**config.mk**
```make
export PLATFORM = sky130hd
export DESIGN_NAME = sad_window_accumulator
export DESIGN_NICKNAME = d
export VERILOG_FILES = /design/src/rtl/sad_window_accumulator.sv
export SDC_FILE = /design/constraint.sdc
export NUM_CORES = 1
export LEC_CHECK = 0
export BUFFER_PORTS_ARGS = -buffer_cell sky130_fd_sc_hd__buf_2
export CORE_ASPECT_RATIO = 0.7
export CORE_MARGIN = 2
export CORE_UTILIZATION = 59
export DETAILED_ROUTE_END_ITERATION = 10
export PLACE_DENSITY = 0.83
export SLEW_MARGIN = 20
export SYNTH_ARGS = -nofsm -noshare
export SYNTH_HDL_FRONTEND = slang
export SYNTH_SLANG_ARGS = --single-unit
```
**constraint.sdc**
```tcl
create_clock -name clk -period 4.95 [get_ports clk]
set_input_delay 0.7425 -clock clk [delete_from_list [all_inputs] [get_ports clk]]
set_output_delay 0.7425 -clock clk [all_outputs]
set_load 0.005 [all_outputs]
```
**src/rtl/sad_window_accumulator.sv**
```systemverilog
// sad_window_accumulator
//   Collects a window of N_SAMPLES per-pixel absolute differences from the
//   upstream adder stage, sums them with saturation into an ACC_W-bit result,
//   and offers that window SAD to the downstream comparison logic.
//
// Ports
//   clk        rising-edge clock
//   rst        synchronous, active-high reset
//   start      open a new accumulation window (IDLE, or HOLD together with consume)
//   in_valid   in_data carries a sample
//   in_data    8-bit unsigned sample
//   in_ready   a sample is accepted this cycle when in_valid is also high
//   out_valid  out_sad holds a completed window result
//   out_sad    saturated window sum
//   out_ready  downstream consumes the result
//   busy       window in progress or result waiting
//   overflow   sticky saturation flag for the current or last window
module sad_window_accumulator #(
  parameter int N_SAMPLES = 16,
  parameter int ACC_W     = 12
) (
  input  logic             clk,
  input  logic             rst,
  input  logic             start,
  input  logic             in_valid,
  input  logic [7:0]       in_data,
  output logic             in_ready,
  output logic             out_valid,
  output logic [ACC_W-1:0] out_sad,
  input  logic             out_ready,
  output logic             busy,
  output logic             overflow
);

  localparam int              CNT_W = (N_SAMPLES > 1) ? $clog2(N_SAMPLES) : 1;
  localparam logic [CNT_W-1:0] LAST = CNT_W'(N_SAMPLES - 1);

  typedef enum logic [1:0] {
    IDLE  = 2'd0,
    ACCUM = 2'd1,
    HOLD  = 2'd2
  } state_t;

  state_t             state_q, state_d;
  logic [ACC_W-1:0]   acc_q, acc_d;
  logic [CNT_W-1:0]   cnt_q, cnt_d;
  logic [ACC_W-1:0]   sad_q, sad_d;
  logic               ovf_q, ovf_d;

  logic               accept;
  logic               open_win;
  logic               sat_hit;
  logic [ACC_W-1:0]   sum_sat;

  // Both operands fit in ACC_W bits, so the ACC_W+1-bit sum can only exceed
  // the range through its top bit. Returns {saturated, clamped_sum}.
  function automatic logic [ACC_W:0] sat_add(input logic [ACC_W-1:0] a,
                                             input logic [7:0]       b);
    logic [ACC_W:0] s;
    s = {1'b0, a} + {{(ACC_W - 7){1'b0}}, b};
    if (s[ACC_W]) begin
      return {1'b1, {ACC_W{1'b1}}};
    end
    return s;
  endfunction

  assign accept   = in_valid && (state_q == ACCUM);
  // A new window opens from IDLE, or straight out of HOLD when the result is
  // consumed in the same cycle start is seen.
  assign open_win = start && ((state_q == IDLE) ||
                              ((state_q == HOLD) && out_ready));
  assign {sat_hit, sum_sat} = sat_add(acc_q, in_data);

  always_ff @(posedge clk) begin
    if (rst) begin
      state_q <= IDLE;
      acc_q   <= '0;
      cnt_q   <= '0;
      sad_q   <= '0;
      ovf_q   <= 1'b0;
    end else begin
      state_q <= state_d;
      acc_q   <= acc_d;
      cnt_q   <= cnt_d;
      sad_q   <= sad_d;
      ovf_q   <= ovf_d;
    end
  end

  always_comb begin
    state_d = state_q;
    unique case (state_q)
      IDLE:    if (start) state_d = ACCUM;
      ACCUM:   if (accept && (cnt_q == LAST)) state_d = HOLD;
      HOLD:    if (out_ready) state_d = start ? ACCUM : IDLE;
      default: state_d = IDLE;
    endcase
  end

  always_comb begin
    acc_d = acc_q;
    cnt_d = cnt_q;
    sad_d = sad_q;
    ovf_d = ovf_q;
    if (open_win) begin
      acc_d = '0;
      cnt_d = '0;
      ovf_d = 1'b0;
    end else if (accept) begin
      acc_d = sum_sat;
      if (sat_hit) ovf_d = 1'b1;
      if (cnt_q == LAST) begin
        sad_d = sum_sat;
      end else begin
        cnt_d = cnt_q + CNT_W'(1);
      end
    end
  end

  always_comb begin
    in_ready  = (state_q == ACCUM);
    out_valid = (state_q == HOLD);
    busy      = (state_q == ACCUM) || (state_q == HOLD);
    out_sad   = sad_q;
    overflow  = ovf_q;
  end

endmodule
```
## Word-level counts from Yosys, hierarchy flattened

Index checks and enable logic that the tools add are counted.
Widths: inputs -> output; s select.

- Word-level logic and storage cells: 35
- Input bits: 13
- Output and inout bits: 16
- Register bits: 31

- Bitwise operators: 2
- Equal/unequal tests: 6
- Multiplexer cells: 8
- Reduce and logical (&&, ||, !) cells: 12
- Add/sub/neg operators: 2

Operators by type and width:

| cell | count |
|---|---|
| $mux 13 | 2 |
| $add 12x8->13 | 1 |
| $mux 2 | 3 |
| $pmux 2 s3 | 1 |
| $reduce_and 3->1 | 2 |
| $add 4x1->4 const B | 1 |
| $eq 4x4->1 const B | 1 |
| $logic_and 1x1->1 | 4 |
| $ne 2x1->1 const B | 2 |
| $reduce_and 2->1 | 2 |
| $eq 2x1->1 const B | 1 |
| $eq 2x2->1 const B | 1 |
| $logic_not 2->1 | 1 |
| $logic_or 1x1->1 | 2 |
| $mux 1 | 2 |
| $ne 2x2->1 const B | 1 |
| $not 1->1 | 2 |
| $reduce_or 2->1 | 1 |

## Longest topological paths before layout

- Depth after elaboration: 6
- Mapped depth: 8
- Depth with buffers taken out: 7

## Least setup slack after synthesis

No wires, ideal clock.

- Kind: input to register
- From: input port in_data[0]
- To: register sad_q[10], in the netlist out_sad[10]
- Setup time: 117 ps
- Data arrival time: 2,615 ps
- Data required time: 4,833 ps
- Setup slack: 2,218 ps
- Buffers on the path: 0
- Stages on the path: 7
- Cells stage by stage: ha_1 > fa_1 > a21o_1 > a221o_1 > o211ai_1 > mux2_2 > a22o_1

- Cells in the longest elaborated chain, start to end: 3

RTL lines:

| what | RTL line | source |
|---|---|---|
| start: declaration | 26 | `input logic [7:0] in_data,` |
| $add 12x8->13 * | 60 | `s = {1'b0, a} + {{(ACC_W - 7){1'b0}}, b};` |
| $mux 1 | 61 | `if (s[ACC_W]) begin` |
| $mux 13 * | 64 | `return s;` |
| end signal: assignment | 79 | `sad_q <= '0;` |
| end signal: assignment | 85 | `sad_q <= sad_d;` |
| end: declaration | 47 | `logic [ACC_W-1:0] sad_q, sad_d;` |

Mark *: on every way between the ends. The rest lies on a longest branch, timed or not.
A chain may end at the register's enable or synchronous reset.

## Worst setup path in the final report

Same ends and word-level chain as after synthesis.

==> impl_table.tex <==
\begin{tabular}{lr}
\hline
Metric & Value \\
\hline
\multicolumn{2}{l}{\textbf{Status}} \\
\quad Outcome & completed \\
\multicolumn{2}{l}{\textbf{Placed design}} \\
\quad Number of input and output port buffers inserted & 28 \\
\quad Post-placement cell count & 251 \\
\quad Final weighted congestion in routability-driven placement & 0.834 \\
\quad Detail Placement HPWL & 2780 um \\
\multicolumn{2}{l}{\textbf{Timing}} \\
\quad F\_max & 372 MHz \\
\quad RSZ-0062 raised after global routing & false \\
\quad Final min period & 2.69 ns \\
\quad Clock Skews & 0.00322 ns \\
\quad Final Hold Violating Endpoints & 0 \\
\quad Slew at the pin with the worst max-slew slack & 0.809 ns \\
\quad Max Transition Viols Final & 0 \\
\quad Worst slew margin relative to its limit & 45.9\% \\
\quad Endpoints failing setup & 0 \\
\quad Fin Hold WS & 0.479 ns \\
\quad Final period utilization & 54.3\% \\
\quad Final setup TNS & 0 ns \\
\multicolumn{2}{l}{\textbf{Logic synthesis}} \\
\quad Post-synth EDFFs & 0 \\
\quad Syn\_area\_per\_cell & 8.67 sq um \\
\quad Unique masters post-synth & 43 \\
\quad Sequential share of the synthesized area & 36.7\% \\
\quad Top flip-flop cell by instance count after synthesis & dfxtp\_1 \\
\quad Count of warnings emitted by yosys & 0 \\
\quad Share of synthesized flip-flops with an asynchronous set or reset & 0\% \\
\quad FF+latch count, synth & 31 \\
\quad Number of nets produced by synthesis & 223 \\
\quad Instance count of the mapped netlist & 195 \\
\quad Post-Synthesis Cell Area & 1690 sq um \\
\multicolumn{2}{l}{\textbf{Detailed routing}} \\
\quad Top routing layer in use & met4 \\
\quad Met1 wire length & 1780 um \\
\quad Met3 wire length & 282 um \\
\quad First-pass detailed-route iteration total & 5 \\
\quad Via count & 1527 \\
\quad WL final & approximately 3800 um \\
\quad Via-per-instance ratio & 5.94 \\
\quad Number of routed nets with antenna violations & 0 \\
\quad Initial drt markers & 106 \\
\quad Number of design rule violations left after detail routing & 0 \\
\quad Met2 WL post-DR & between 1500 and 2000 um \\
\quad Routed length per placed instance & 14.9 um \\
\multicolumn{2}{l}{\textbf{Worst setup path}} \\
\quad Startpoint type of the worst setup path & input pin \\
\quad Critical Path Sink Type & register \\
\quad RR Startpoint & acc\_q[0] \\
\quad Worst Path Class, Setup & input pin to register \\
\quad Data required time of the worst path & 5.14 ns \\
\quad Number of cells on the worst reg-to-reg path & 7 \\
\quad Launch point of the worst path & in\_data[0] \\
\quad Data arrival at the endpoint of the critical path & 2.87 ns \\
\quad Maximum fanout along the worst path & 7 \\
\multicolumn{2}{l}{\textbf{Floorplanning}} \\
\quad Die Footprint & 3320 sq um \\
\quad Effective utilization at floorplan & approximately three fifths \\
\quad Total number of placement rows & 16 \\
\quad Height of the die & about 50 um \\
\quad Core ar. & between 2000 and 3000 sq um \\
\quad Die X-Extent & 68.0 um \\
\quad Count of pins on the block boundary & 29 \\
\multicolumn{2}{l}{\textbf{CTS}} \\
\quad Number of clock sinks & 31 \\
\quad Number of buffers inserted by hold repair at cts & 0 \\
\quad Post-CTS repair timing setup buffer count & 0 \\
\quad Clock latency of the later-clocked register in the worst-skew pair & 0.29 ns \\
\quad Cts repair resizes & 0 \\
\quad Number of clock buffers inserted by TritonCTS & 5 \\
\quad H-tree lvl count & 2 \\
\quad TritonCTS clock tree & done \\
\quad CTS root buf & clkbuf\_8 \\
\quad Clock input transition at the sequential cells of the worst setup and hold paths & 0.06 ns \\
\quad Number of buffers on the longest clock path & 2 \\
\multicolumn{2}{l}{\textbf{Global route}} \\
\quad Overall track demand over capacity in global routing & 25.6\% \\
\quad Vias in the first global route & 1383 \\
\quad Number of antenna violations at the first check in global routing & 0 \\
\quad First-pass GRT wire length & 6280 um \\
\quad Overall overflow remaining after global route & 0 \\
\quad Maximum number of pins on one net before global-route repair & 27 \\
\multicolumn{2}{l}{\textbf{Finish}} \\
\quad Area Growth Syn to Fin & 13.6\% \\
\quad Antenna Diode Count & 0 \\
\quad Share of the core filled with cells in the final layout & 69.5\% \\
\quad Most used cells in the layout excluding fill and tap cells & dfxtp\_1, buf\_2, nor2\_1 \\
\quad Share of post-route cells with drive strength above 1 & 17.6\% \\
\quad Final instance count without filler cells & 257 \\
\quad Post-layout net count & 250 \\
\quad Commonest non-fill, non-tap cell in the layout & dfxtp\_1 \\
\multicolumn{2}{l}{\textbf{Power}} \\
\quad Worst vdd rail ir drop & 0.000187 V \\
\quad PD cells & 353 nW/um\^{}2 \\
\quad Tot Pwr & 678 uW \\
\quad Leakage component of the power & between 0.8 and 0.9 nW \\
\multicolumn{2}{l}{\textbf{Run}} \\
\quad Maxcap violations & 0 \\
\multicolumn{2}{l}{\textbf{Worst hold path}} \\
\quad Worst Hold Class & register to register \\
\quad Start point of the worst hold path & out\_sad[10] \\
\quad Worst hold path cell count & 1 \\
\hline
\end{tabular}
-- worst paths after layout --
check / slack (ns) / endpoint
worst max-delay path: 2.26 / out_sad[10]
worst min-delay path: 0.48 / out_sad[10]
worst max register to register: 2.51 / out_sad[10]
worst min register to register: 0.48 / out_sad[10]
-- cells by family after synthesis --
| kind of cell | after synthesis | share of synthesized area [%] |
|---|---|---|
| fa+ha+maj | 15 | 11.5 |
| simple gates | 60 | 16.8 |
| mux | 3 | 1.85 |
| compound gates | 65 | 25.8 |
| buf+inv | 14 | 3.70 |
| xor+xnor | 7 | 3.63 |
| flops | 31 | 36.7 |
-- registers in the layout, indices dropped and copies added (netlist names) --
register and cells:
acc_q 12, cnt_q 4, out_sad 12, overflow 1
state_q 2
-- report_power, final --
group / leakage (nW) / total (mW) / internal [mW] / switching [mW]
sequential: 0.250 / 0.281 / 0.267 / 0.0141
clock: 0.0371 / 0.187 / 0.0935 / 0.0933
combinational: 0.572 / 0.211 / 0.0823 / 0.128
-- cells in the mapped netlist, types with 2 or more instances --
cell type,instances,share of area (%)
o21ai_0,11,3.3
o211ai_1,3,1.3
a21oi_1,18,5.3
nand2b_1,4,1.5
xnor2_1,4,2.1
a21o_1,6,2.7
xor2_1,3,1.6
and2_1,2,0.74
nand3_1,3,0.89
mux2i_1,2,1.2
nand2_1,9,2.0
nor2_1,27,6.0
inv_1,6,1.3
clkbuf_1,5,1.1
or2_2,2,0.74
a211oi_1,12,5.3
dfxtp_1,31,37
ha_1,14,10
and4_1,2,1.0
and3_1,2,0.74
nor3_1,4,1.2
buf_2,2,0.59
nand4_1,2,0.74
o31a_1,2,1.0
-- critical path: stages --
cell and delay [ns]:
buf_2 0.10, ha_1 0.23, fa_1 0.41, a21o_1 0.21, a221o_1 0.40, o211ai_1 0.22
mux2_2 0.36, a22o_1 0.19
-- metal layers --
layer  up-vias  global-route usage (%)
met5         -                       0
met1       700                    34.1
met2        56                    39.6
li1        767                       -
met3         4                    9.70
met4         0                    5.00
-- through the flow --
stage	setup slack, ns	cell area, sq um
2_1_floorplan	2.22	1690
3_3_place_gp	2.05	1840
3_5_place_dp	1.97	1840
4_1_cts	2.26	1910
5_1_grt	2.13	1920
6_report	2.26	1920
-- cell type report --
| type | count | area, sq um |
|---|---|---|
| Clock buffer | 6 | 72.6 |
| Sequential cell | 31 | 621 |
| Multi-Input combinational cell | 150 | 1020 |
| Fill cell | 223 | 842 |
| Inverter | 6 | 22.5 |
| Tap cell | 36 | 45.0 |
| Timing Repair Buffer | 28 | 140 |
(Power assumes the default switching activity.)
